### src/rtl/hamming_pkg.sv
// Shared constants for the Hamming(32,26) SECDED encoder/decoder pair.
// Check masks, parity/data index maps and the encoder FSM encoding.
package hamming_pkg;

  localparam int DW   = 26;
  localparam int CW   = 32;
  localparam int NCHK = 5;
  localparam int NPAR = 6;

  localparam logic [CW-1:0] CHK_MASK [NCHK] = '{
    32'hAAAAAAAA,
    32'hCCCCCCCC,
    32'hF0F0F0F0,
    32'hFF00FF00,
    32'hFFFF0000
  };

  localparam int PAR_IDX [NPAR] = '{0, 1, 3, 7, 15, 31};

  localparam int DATA_IDX [DW] = '{
    2, 4, 5, 6,
    8, 9, 10, 11, 12, 13, 14,
    16, 17, 18, 19, 20, 21, 22, 23,
    24, 25, 26, 27, 28, 29, 30
  };

  typedef enum logic [1:0] {
    ST_IDLE,
    ST_CALC,
    ST_OUT
  } state_t;

  function automatic logic [CW-1:0] place(
    input logic [DW-1:0] d
  );
    logic [CW-1:0] w;
    w = '0;
    for (int i = 0; i < DW; i++)
      w[DATA_IDX[i]] = d[i];
    return w;
  endfunction

endpackage

### src/rtl/hamming_encoder_if.sv
// Payload-in / codeword-out handshake bundle for hamming_encoder.
// Injection signals exist only with HAMMING_ERR_INJECT_EN.
interface hamming_encoder_if;
  logic [25:0] data_in;
  logic        in_valid;
  logic        in_ready;
  logic [31:0] encoded_data;
  logic        out_valid;
  logic        out_ready;
`ifdef HAMMING_ERR_INJECT_EN
  logic [31:0] inj_mask;
  logic        inj_arm;

  modport master (
    output data_in, in_valid, out_ready,
    output inj_mask, inj_arm,
    input  in_ready, encoded_data, out_valid
  );
  modport slave (
    input  data_in, in_valid, out_ready,
    input  inj_mask, inj_arm,
    output in_ready, encoded_data, out_valid
  );
`else
  modport master (
    output data_in, in_valid, out_ready,
    input  in_ready, encoded_data, out_valid
  );
  modport slave (
    input  data_in, in_valid, out_ready,
    output in_ready, encoded_data, out_valid
  );
`endif
endinterface

### src/rtl/hamming_parity_gen.sv
// Check-set XORs and overall parity of a placed 32-bit word.
// Encoder uses it on data-only words; a decoder gets syndromes directly.
module hamming_parity_gen
  import hamming_pkg::*;
(
  input  logic [CW-1:0]   word,
  output logic [NCHK-1:0] chk,
  output logic            ovr
);

  always_comb begin
    chk = '0;
    for (int k = 0; k < NCHK; k++)
      chk[k] = ^(word & CHK_MASK[k]);
    ovr = ^word;
  end

endmodule

### src/rtl/hamming_encoder.sv
// Hamming(32,26) SECDED encoder with IDLE/CALC/OUT handshake FSM.
// Optional error injection: HAMMING_ERR_INJECT_EN.
module hamming_encoder
  import hamming_pkg::*;
#(
  parameter int CNT_W = 16
) (
  input  logic             clk,
  input  logic             rst_n,
  hamming_encoder_if.slave io,
  output logic             busy,
  output logic [CNT_W-1:0] word_count
);

  state_t           state_q, state_d;
  logic [CW-1:0]    word_q, word_d;
  logic [CW-1:0]    code_q, code_d;
  logic             valid_q, valid_d;
  logic [CNT_W-1:0] cnt_q, cnt_d;
`ifdef HAMMING_ERR_INJECT_EN
  logic             arm_q, arm_d;
  logic [CW-1:0]    mask_q, mask_d;
`endif

  logic [NCHK-1:0]  s;
  logic             dpar;
  logic [NPAR-1:0]  pb;
  logic [CW-1:0]    pw;

  hamming_parity_gen u_par (
    .word (word_q),
    .chk  (s),
    .ovr  (dpar)
  );

  // Triangular solve: b31 covers every check set, so solve top-down.
  always_comb begin
    pb    = '0;
    pb[5] = s[4];
    pb[4] = s[3] ^ pb[5];
    pb[3] = s[2] ^ pb[5] ^ pb[4];
    pb[2] = s[1] ^ pb[5] ^ pb[4] ^ pb[3];
    pb[1] = s[0] ^ pb[5] ^ pb[4] ^ pb[3] ^ pb[2];
    pb[0] = dpar ^ (^pb[5:1]);
    pw    = word_q;
    for (int i = 0; i < NPAR; i++)
      pw[PAR_IDX[i]] = pb[i];
  end

  always_comb begin
    state_d = state_q;
    word_d  = word_q;
    code_d  = code_q;
    valid_d = valid_q;
    cnt_d   = cnt_q;
`ifdef HAMMING_ERR_INJECT_EN
    arm_d   = arm_q;
    mask_d  = mask_q;
`endif
    unique case (state_q)
      ST_IDLE: begin
        if (io.in_valid) begin
          word_d  = place(io.data_in);
          state_d = ST_CALC;
`ifdef HAMMING_ERR_INJECT_EN
          arm_d   = io.inj_arm;
          mask_d  = io.inj_mask;
`endif
        end
      end
      ST_CALC: begin
`ifdef HAMMING_ERR_INJECT_EN
        code_d  = arm_q ? (pw ^ mask_q) : pw;
`else
        code_d  = pw;
`endif
        valid_d = 1'b1;
        state_d = ST_OUT;
      end
      ST_OUT: begin
        if (io.out_ready) begin
          valid_d = 1'b0;
          cnt_d   = cnt_q + 1'b1;
          state_d = ST_IDLE;
        end
      end
      default: state_d = ST_IDLE;
    endcase
  end

  always_ff @(posedge clk or negedge rst_n) begin
    if (!rst_n) begin
      state_q <= ST_IDLE;
      word_q  <= '0;
      code_q  <= '0;
      valid_q <= 1'b0;
      cnt_q   <= '0;
`ifdef HAMMING_ERR_INJECT_EN
      arm_q   <= 1'b0;
      mask_q  <= '0;
`endif
    end else begin
      state_q <= state_d;
      word_q  <= word_d;
      code_q  <= code_d;
      valid_q <= valid_d;
      cnt_q   <= cnt_d;
`ifdef HAMMING_ERR_INJECT_EN
      arm_q   <= arm_d;
      mask_q  <= mask_d;
`endif
    end
  end

  assign io.in_ready     = (state_q == ST_IDLE);
  assign io.encoded_data = code_q;
  assign io.out_valid    = valid_q;
  assign busy            = (state_q != ST_IDLE);
  assign word_count      = cnt_q;

endmodule

### src/flat_wrapper.sv
// flat-port wrapper written by rule: the top's interface ports become plain ports
module hamming_encoder_flat import hamming_pkg::*;
#(
  parameter int CNT_W = 16
)
  (clk, rst_n, busy, word_count, io_data_in, io_in_valid, io_out_ready, io_in_ready, io_encoded_data, io_out_valid);
  hamming_encoder_if io_i ();
  input  logic clk;
  input  logic rst_n;
  output logic busy;
  output logic [CNT_W-1:0] word_count;
  input wire logic [$bits(io_i.data_in)-1:0] io_data_in;
  input wire logic [$bits(io_i.in_valid)-1:0] io_in_valid;
  input wire logic [$bits(io_i.out_ready)-1:0] io_out_ready;
  output wire logic [$bits(io_i.in_ready)-1:0] io_in_ready;
  output wire logic [$bits(io_i.encoded_data)-1:0] io_encoded_data;
  output wire logic [$bits(io_i.out_valid)-1:0] io_out_valid;
  assign io_i.data_in = io_data_in;
  assign io_i.in_valid = io_in_valid;
  assign io_i.out_ready = io_out_ready;
  assign io_in_ready = io_i.in_ready;
  assign io_encoded_data = io_i.encoded_data;
  assign io_out_valid = io_i.out_valid;
  hamming_encoder #(.CNT_W(CNT_W)) u_core (.clk(clk), .rst_n(rst_n), .io(io_i), .busy(busy), .word_count(word_count));
endmodule
### config.mk
export PLATFORM = sky130hd
export DESIGN_NAME = hamming_encoder_flat
export DESIGN_NICKNAME = d
export VERILOG_FILES = /design/src/rtl/hamming_pkg.sv /design/src/rtl/hamming_encoder_if.sv /design/src/rtl/hamming_parity_gen.sv /design/src/rtl/hamming_encoder.sv /design/src/flat_wrapper.sv
export SDC_FILE = /design/constraint.sdc
export NUM_CORES = 1
export LEC_CHECK = 0
export ABC_AREA = 1
export CAP_MARGIN = 25
export CORE_MARGIN = 8
export CORE_UTILIZATION = 35
export CTS_BUF_LIST = sky130_fd_sc_hd__clkbuf_8
export DETAILED_ROUTE_END_ITERATION = 7
export GPL_TIMING_DRIVEN = 0
export HOLD_SLACK_MARGIN = 0.05
export SYNTH_ARGS = -nofsm -noshare
export SYNTH_HDL_FRONTEND = slang
export SYNTH_SLANG_ARGS = --single-unit
### constraint.sdc
create_clock -name clk -period 3.14 [get_ports clk]
set_clock_uncertainty 0.1 [all_clocks]
set_input_delay 0.628 -clock clk [delete_from_list [all_inputs] [get_ports clk]]
set_output_delay 0.628 -clock clk [all_outputs]
set_load 0.02 [all_outputs]
==> out/results.ini, run 1 <==
[placed_design]
place_inst = 713
placed_cell_area_mm2 = 0.00490
place.port_buffers = 80
gp_congestion = 0.802
dp_slack_ps = 700
dp_hpwl_mm = 7.57

[clock_network]
cts_made_buffers = 9
clk_latency_ps = 360
cts_root_buf = clkbuf_8
clockBufferDepth = 2
cts_tree = built
post_cts_buffers = 0
h-tree-depth = 3
cts_resized = 0
clkTransAtPathRegs_ps = 90
cts_sinks = 77
cts_hold_buf = 0

[worst_setup_path]
critPathMaxFanout = 4
worstPathCellList = nor2_1 -> clkdlybuf4s50_1
required_ps = 2410
start_kind = flip-flop
rr_worst_depth = 14
crit_buf_inv = 1
cp_slowest_cell = clkdlybuf4s50_1
crit_arrival_ps = 1670
r2r_slack_ps = 1290
r2r-end = u_core.io.encoded_data[0]
crit_path_end_kind = primary output
crit_type = reg -> out
critPathMaxStageDelay_ps = 650
startpoint = u_core.state_q[1]
crit-reg2reg-launch = u_core.word_q[23]
critPathTopFamily = buffers and inverters

[routing]
drcViolationCount = 0
postRouteWirelength_mm = 9.86
wl_per_cell_um = 13.5
initialDrtViolationCount = 142
antenna_left = 0
firstDrtPassIters = 4
avgViaCountPerCell = 4.56
vias = 3322

[timing]
setup_slack_ps = 747
maxSlewHeadroom_pct = 63.5
min_period_over_period_pct = 76.2
fin_tns_setup_ps = 0
finalSetupViolCount = 0
hold_slack_ps = 100
worstMarginPinSlew_ps = 547
rsz0062_at_grt = false
max_freq_mhz = 418
period_minus_slack_ps = 2390
hold_viol_final = 0
drv_slew = 0

[die]
io_pins = 81
initial_core_util_pct = 36.0
fp.dieH_um = 122
dieArea_mm2 = 0.0148
row_count = 38
die_w_um = 122
core_mm2 = 0.0108

[layout]
antennaDiodeCount = 0
final_core_util_pct = 47.5
n_fill_cell = 1063
final_area_mm2 = 0.00515
layout-drive-gt1-share_pct = 8.83
area_delta_synth_final_pct = 32.0
multi_input_area_mm2 = 0.00175
stdcell_count = 729
regArea_mm2 = 0.00193
final_nets = 615

[grt]
grt_max_degree = 48
grt_first_pass_wirelength_mm = 16.6
track_usage_pct = 14.1
grt_pass1_vias = 3453
antenna_found_initial = 0
grt.overflow.total = 0

[power_and_ir_drop]
cellPowerDensity_mw_per_mm2 = 1200
p_leak_nw = 2.56
p_sw_mw = 2.91
p_int_mw = 3.29
p_total_mw = 6.20
ir_drop_mv = 0.426
p_sw_share_pct = 46.9
clkPwrFrac_pct = 15.0
pwr-share-comb_pct = 57.6
seqPwrFrac_pct = 27.4

[logic_synthesis]
synth_top_area_share_pct = 49.4
synth.distinct_cells = 27
syn_avg_cell_area_um2 = 7.92
synth.yosys.seq_area_share_pct = 49.4
synthesis.nets = 523
synthTopCellsByArea = dfrtp_1 (49%), nand2_1 (21%), o21ai_0 (6.4%), inv_1 (3.6%), xor2_1 (3.1%)
yosys_warnings = 0
yosys.area.top_type = dfrtp_1
synthesis.area_mm2 = 0.00390
synth-seq-cells = 77
synth_cells = 492

[job]
drv_cap = 0

[hold_path]
min_path_type = in -> async

[status]
outcome = finished, final reports clean

-- worst reg2reg max path, stage by stage, from the launching register on --
cell	delay [ps]
dfrtp_1	440
inv_2	120
nand2_1	70
nand2_2	100
nand2_1	60
nand2_1	160
nand2_1	70
nand2_1	140
inv_2	50
nand2_1	90
nand3_1	100
nand2_1	80
nand2_1	50
nand3_1	60
nand2_1	50
-- state kept, by name, summed over array words and instances, names as in the netlist --
name                    cells
u_core.io.encoded_data     32
u_core.word_q              26
u_core.word_count          16
u_core.state_q              2
u_core.io.out_valid         1
-- routing by layer --
| metal | GRT usage, % | part of all wire [%] | wire length [um] | vias to the layer above |
|---|---|---|---|---|
| li1 | - | - | - | 1699 |
| met1 | 17.0 | 45 | 4430 | 1548 |
| met2 | 22.9 | 48 | 4730 | 63 |
| met3 | 4.47 | 5.6 | 556 | 12 |
| met4 | 5.55 | 1.5 | 143 | 0 |
| met5 | 0 | 0 | 0 | - |
-- cells by family after synthesis --
| kind of cell | Yosys count | synth area share (%) |
|---|---|---|
| compound gates | 52 | 6.77 |
| flops | 77 | 49.4 |
| xor+xnor | 31 | 7.74 |
| fa+ha+maj | 1 | 0.321 |
| simple gates | 272 | 30.0 |
| buf+inv | 59 | 5.75 |
-- Yosys cell counts --
library cell	instances
and3_4	1
ha_1	1
nor3_4	1
nor2_2	1
buf_1	4
a31oi_1	1
xor2_1	14
nand3_4	2
xnor2_2	2
clkbuf_1	6
nand3_1	22
dfrtp_1	77
nand2_4	2
inv_1	37
o21ai_0	50
nand2_1	222
or2_4	1
xor2_2	2
buf_2	2
nor2_1	6
nor4_1	1
inv_2	10
nand4_1	3
nor2_4	3
a21o_1	1
nand2_2	7
xnor2_1	13
-- placed cells by master (no fill, tap or decap), drive strengths merged --
| cell | count |
|---|---|
| o21ai | 50 |
| clkinv | 1 |
| buf | 8 |
| clkbuf | 16 |
| a21o | 1 |
| nor2 | 10 |
| bufinv | 3 |
| inv | 47 |
| nand4 | 3 |
| xor2 | 16 |
| clkinvlp | 2 |
| a31oi | 1 |
| nand3 | 24 |
| dfrtp | 77 |
| clkdlybuf4s50 | 79 |
| nor4 | 1 |
| and3 | 1 |
| nor3 | 1 |
| ha | 1 |
| or2 | 1 |
| xnor2 | 15 |
| nand2 | 231 |
-- worst max path at each step --
stage,to,cells after the start
final,io_in_ready,2
after global routing,io_in_ready,2
after CTS,io_in_ready,2
after detailed placement,u_core.word_count[13],10
after global placement,u_core.word_count[0],1
after floorplan,u_core.word_count[13],9
-- power by group through the flow --
stage	Clock, mW	Combinational (mW)	Sequential [mW]
floorplan	0	2.25	1.93
global placement	0	3.50	1.71
detailed placement	0	3.59	1.72
CTS	0.951	3.60	1.71
global route	0.999	4.06	1.75
finish	0.930	3.57	1.70
-- final cells by class --
cell class | instances | area share [%]
plain buffers | 12 | 0.924
clock buffers | 10 | 2.67
clock inverters | 6 | 2.14
inverters | 47 | 3.43
multi-input cells | 356 | 33.9
flip-flops and latches | 77 | 37.4
well taps | 140 | 3.40
repair buffers | 81 | 16.0
Power figures use the tool's default switching activity.
==> inputs of run 2 (changes only) <==
==> constraint.sdc (replaced) <==
create_clock -name clk -period 2.15 [get_ports clk]
set_clock_uncertainty 0.1 [all_clocks]
set_input_delay 0.43 -clock clk [delete_from_list [all_inputs] [get_ports clk]]
set_output_delay 0.43 -clock clk [all_outputs]
set_load 0.02 [all_outputs]
==> run 2 against run 1 <==
Sequential power increased by 46%. Utilization grew 0.13 points. Clock power increased by 46%. Critical path depth is 1 lower. Power increased by 46%. Combinational power rose by 46%. Non-clock buffer count grew 1. Setup slack got worse by 620 ps. Register-to-register slack got worse by 990 ps. Largest power group unchanged. Largest cell class unchanged. Final cell count up 0.14%. Critical endpoint is now word_count[4]. Clock-buffer cell count unchanged. First-iteration DRC count is 14% higher.
==> out/results.ini, run 2 (same netlist as run 1, synthesis figures left out) <==
[status]
outcome = finished, final reports clean

[timing]
maxSlewHeadroom_pct = 61.0  ; -2.5 points
min_period_over_period_pct = 94.2
setup_slack_ps = 124  ; -622 ps
max_freq_mhz = 494
rsz0062_at_grt = false
drv_slew = 0  ; unchanged
hold_viol_final = 0  ; unchanged
finalSetupViolCount = 0  ; unchanged
period_minus_slack_ps = 2030
worstMarginPinSlew_ps = 585  ; +37.6 ps

[routing]
wl_per_cell_um = 13.6  ; +0.41%
antenna_left = 0  ; unchanged
drcViolationCount = 0  ; unchanged
vias = 3327  ; +0.15%
avgViaCountPerCell = 4.56  ; about the same
postRouteWirelength_mm = 9.91  ; +0.55%
firstDrtPassIters = 4  ; unchanged
initialDrtViolationCount = 162  ; +14%

[hold_path]
min_path_type = reg -> reg
holdPathEnd = u_core.io.encoded_data[10]
hp-start = u_core.io.encoded_data[10]
hold_depth = 2

[placed_design]
gp_congestion = 0.802  ; unchanged
dp_hpwl_mm = 7.57  ; unchanged
dp_slack_ps = -91.8  ; -792 ps
place_inst = 713  ; unchanged
place.port_buffers = 80  ; unchanged

[power_and_ir_drop]
cellPowerDensity_mw_per_mm2 = 1760  ; +46%
p_leak_nw = 2.57  ; +0.60%
ir_drop_mv = 0.623  ; +46%

[grt]
grt_first_pass_wirelength_mm = 16.6  ; +0.21%
met2_usage_pct = 23.0  ; +0.069 points
antenna_found_initial = 0  ; unchanged
grt.overflow.total = 0  ; unchanged
grt_max_degree = 48  ; unchanged
grt.busiest_layer = met2
met1_usage_pct = 17.0  ; +0.085 points
track_usage_pct = 14.1  ; +0.029 points
use_met3_pct = 4.37  ; -0.093 points
grt_pass1_vias = 3463  ; +0.29%

[die]
dieArea_mm2 = 0.0148  ; unchanged
initial_core_util_pct = 36.0  ; unchanged
die_w_um = 122  ; unchanged
row_count = 38  ; unchanged
fp.dieH_um = 122  ; unchanged
core_mm2 = 0.0108  ; unchanged
io_pins = 81  ; unchanged

[clock_network]
clkTransAtPathRegs_ps = 80  ; about the same
cts_root_buf = clkbuf_8
clk_latency_ps = 360  ; about the same
cts_made_buffers = 9  ; unchanged
clockBufferDepth = 2  ; unchanged
cts_sinks = 77  ; unchanged
h-tree-depth = 3  ; unchanged
cts_tree = built

[worst_setup_path]
critPathMaxFanout = 6  ; +2
crit_buf_inv = 1  ; unchanged
critPathMaxStageDelay_ps = 660  ; about the same
required_ps = 1620  ; -790 ps
crit_arrival_ps = 1500  ; -170 ps
cp_slowest_cell = clkdlybuf4s50_1
r2r-end = u_core.io.encoded_data[0]
start_kind = flip-flop
rr_worst_depth = 14  ; unchanged
crit_type = reg -> out
worstPathCellList = clkdlybuf4s50_1
crit_path_end_kind = primary output
critPathTopFamily = buffers and inverters
r2r_slack_ps = 300  ; -990 ps
crit-reg2reg-launch = u_core.word_q[23]

[layout]
largest_reg_flops = 32  ; unchanged
final_nets = 616  ; +0.16%
antennaDiodeCount = 0  ; unchanged
regArea_mm2 = 0.00193  ; unchanged
multi_input_area_mm2 = 0.00175  ; +0.14%
final_cell_mix = nand2_1 (222), clkdlybuf4s50_1 (77), dfrtp_1 (77)
layout_commonest_cell = nand2_1
n_fill_cell = 1062  ; -0.094%
layout-drive-gt1-share_pct = 8.98  ; +0.15 points
stdcell_count = 730  ; +0.14%
area_delta_synth_final_pct = 32.4

[job]
drv_cap = 0  ; unchanged

[run 2: cell count changes in the layout (fill, tap and decap cells not counted), sizes merged]
cell,change
clkdlybuf4s50,-2
dlygate4sd2,+1
dlygate4sd3,+1
dlymetal6s2s,+1
[run 2: how the worst max path moves through the flow]
stage | depth (start not counted) | startpoint | to
2_1_floorplan | 9 | u_core.word_count[0] | u_core.word_count[13]
3_3_place_gp | 1 | rst_n | u_core.word_count[0]
3_5_place_dp | 10 | io_out_ready | u_core.word_count[13]
4_1_cts | 3 | u_core.state_q[1] | busy
5_1_grt | 1 | u_core.word_count[4] | word_count[4]
6_report | 1 | u_core.word_count[4] | word_count[4]
[run 2: area by class of cell]
cell class              instances  area share, %
multi-input cells             356           33.9
inverters                      47           3.42
clock buffers                  10           2.67
clock inverters                 6           2.13
plain buffers                  12          0.921
flip-flops and latches         77           37.3
repair buffers                 82           16.2
well taps                     140           3.39
[run 2: through the flow]
stage	utilization, %	power, mW	cell area (um2)	hold slack, ps	setup TNS [ps]
finish	47.6	9.06	5160	384	0
global route	47.6	9.95	5160	413	0
CTS	47.6	9.14	5160	390	0
detailed placement	45.2	7.76	4900	300	-258
global placement	45.0	7.60	4870	361	-164800
floorplan	-	6.10	3900	34.4	0
[run 2: power by group]
part	total [mW]	leakage, nW	internal [mW]	switching [mW]
Sequential	2.48	0.978	2.02	0.463
Combinational	5.22	1.48	1.98	3.24
Clock	1.36	0.119	0.801	0.561
Total	9.06	2.57	4.80	4.26
[run 2: layer usage]
layer | part of all wire, % | up-vias
met3 | 5.2 | 12
met5 | 0 | -
met2 | 48 | 60
met4 | 1.4 | 0
li1 | - | 1700
met1 | 45 | 1555
[run 2: repair_timing]
item | CTS | global route
endpoints found under the hold margin | 30 | 0
resized for setup | 2 | 1
setup buffers | 0 | 0
hold buffers | 1 | 0
setup endpoints to repair | 2 | 1
cloned | 0 | 0
==> inputs of run 3 (changes only) <==
--- a/config.mk
+++ b/config.mk
@@ -10,9 +10,11 @@
 export CORE_MARGIN = 8
 export CORE_UTILIZATION = 35
 export CTS_BUF_LIST = sky130_fd_sc_hd__clkbuf_8
+export CTS_CLUSTER_DIAMETER = 60
 export DETAILED_ROUTE_END_ITERATION = 7
 export GPL_TIMING_DRIVEN = 0
-export HOLD_SLACK_MARGIN = 0.05
+export HOLD_SLACK_MARGIN = 0.15
 export SYNTH_ARGS = -nofsm -noshare
 export SYNTH_HDL_FRONTEND = slang
 export SYNTH_SLANG_ARGS = --single-unit
+export TNS_END_PERCENT = 10
==> results of run 3 <==
No change in the layout: final DEF, timing and power equal those of run 2.
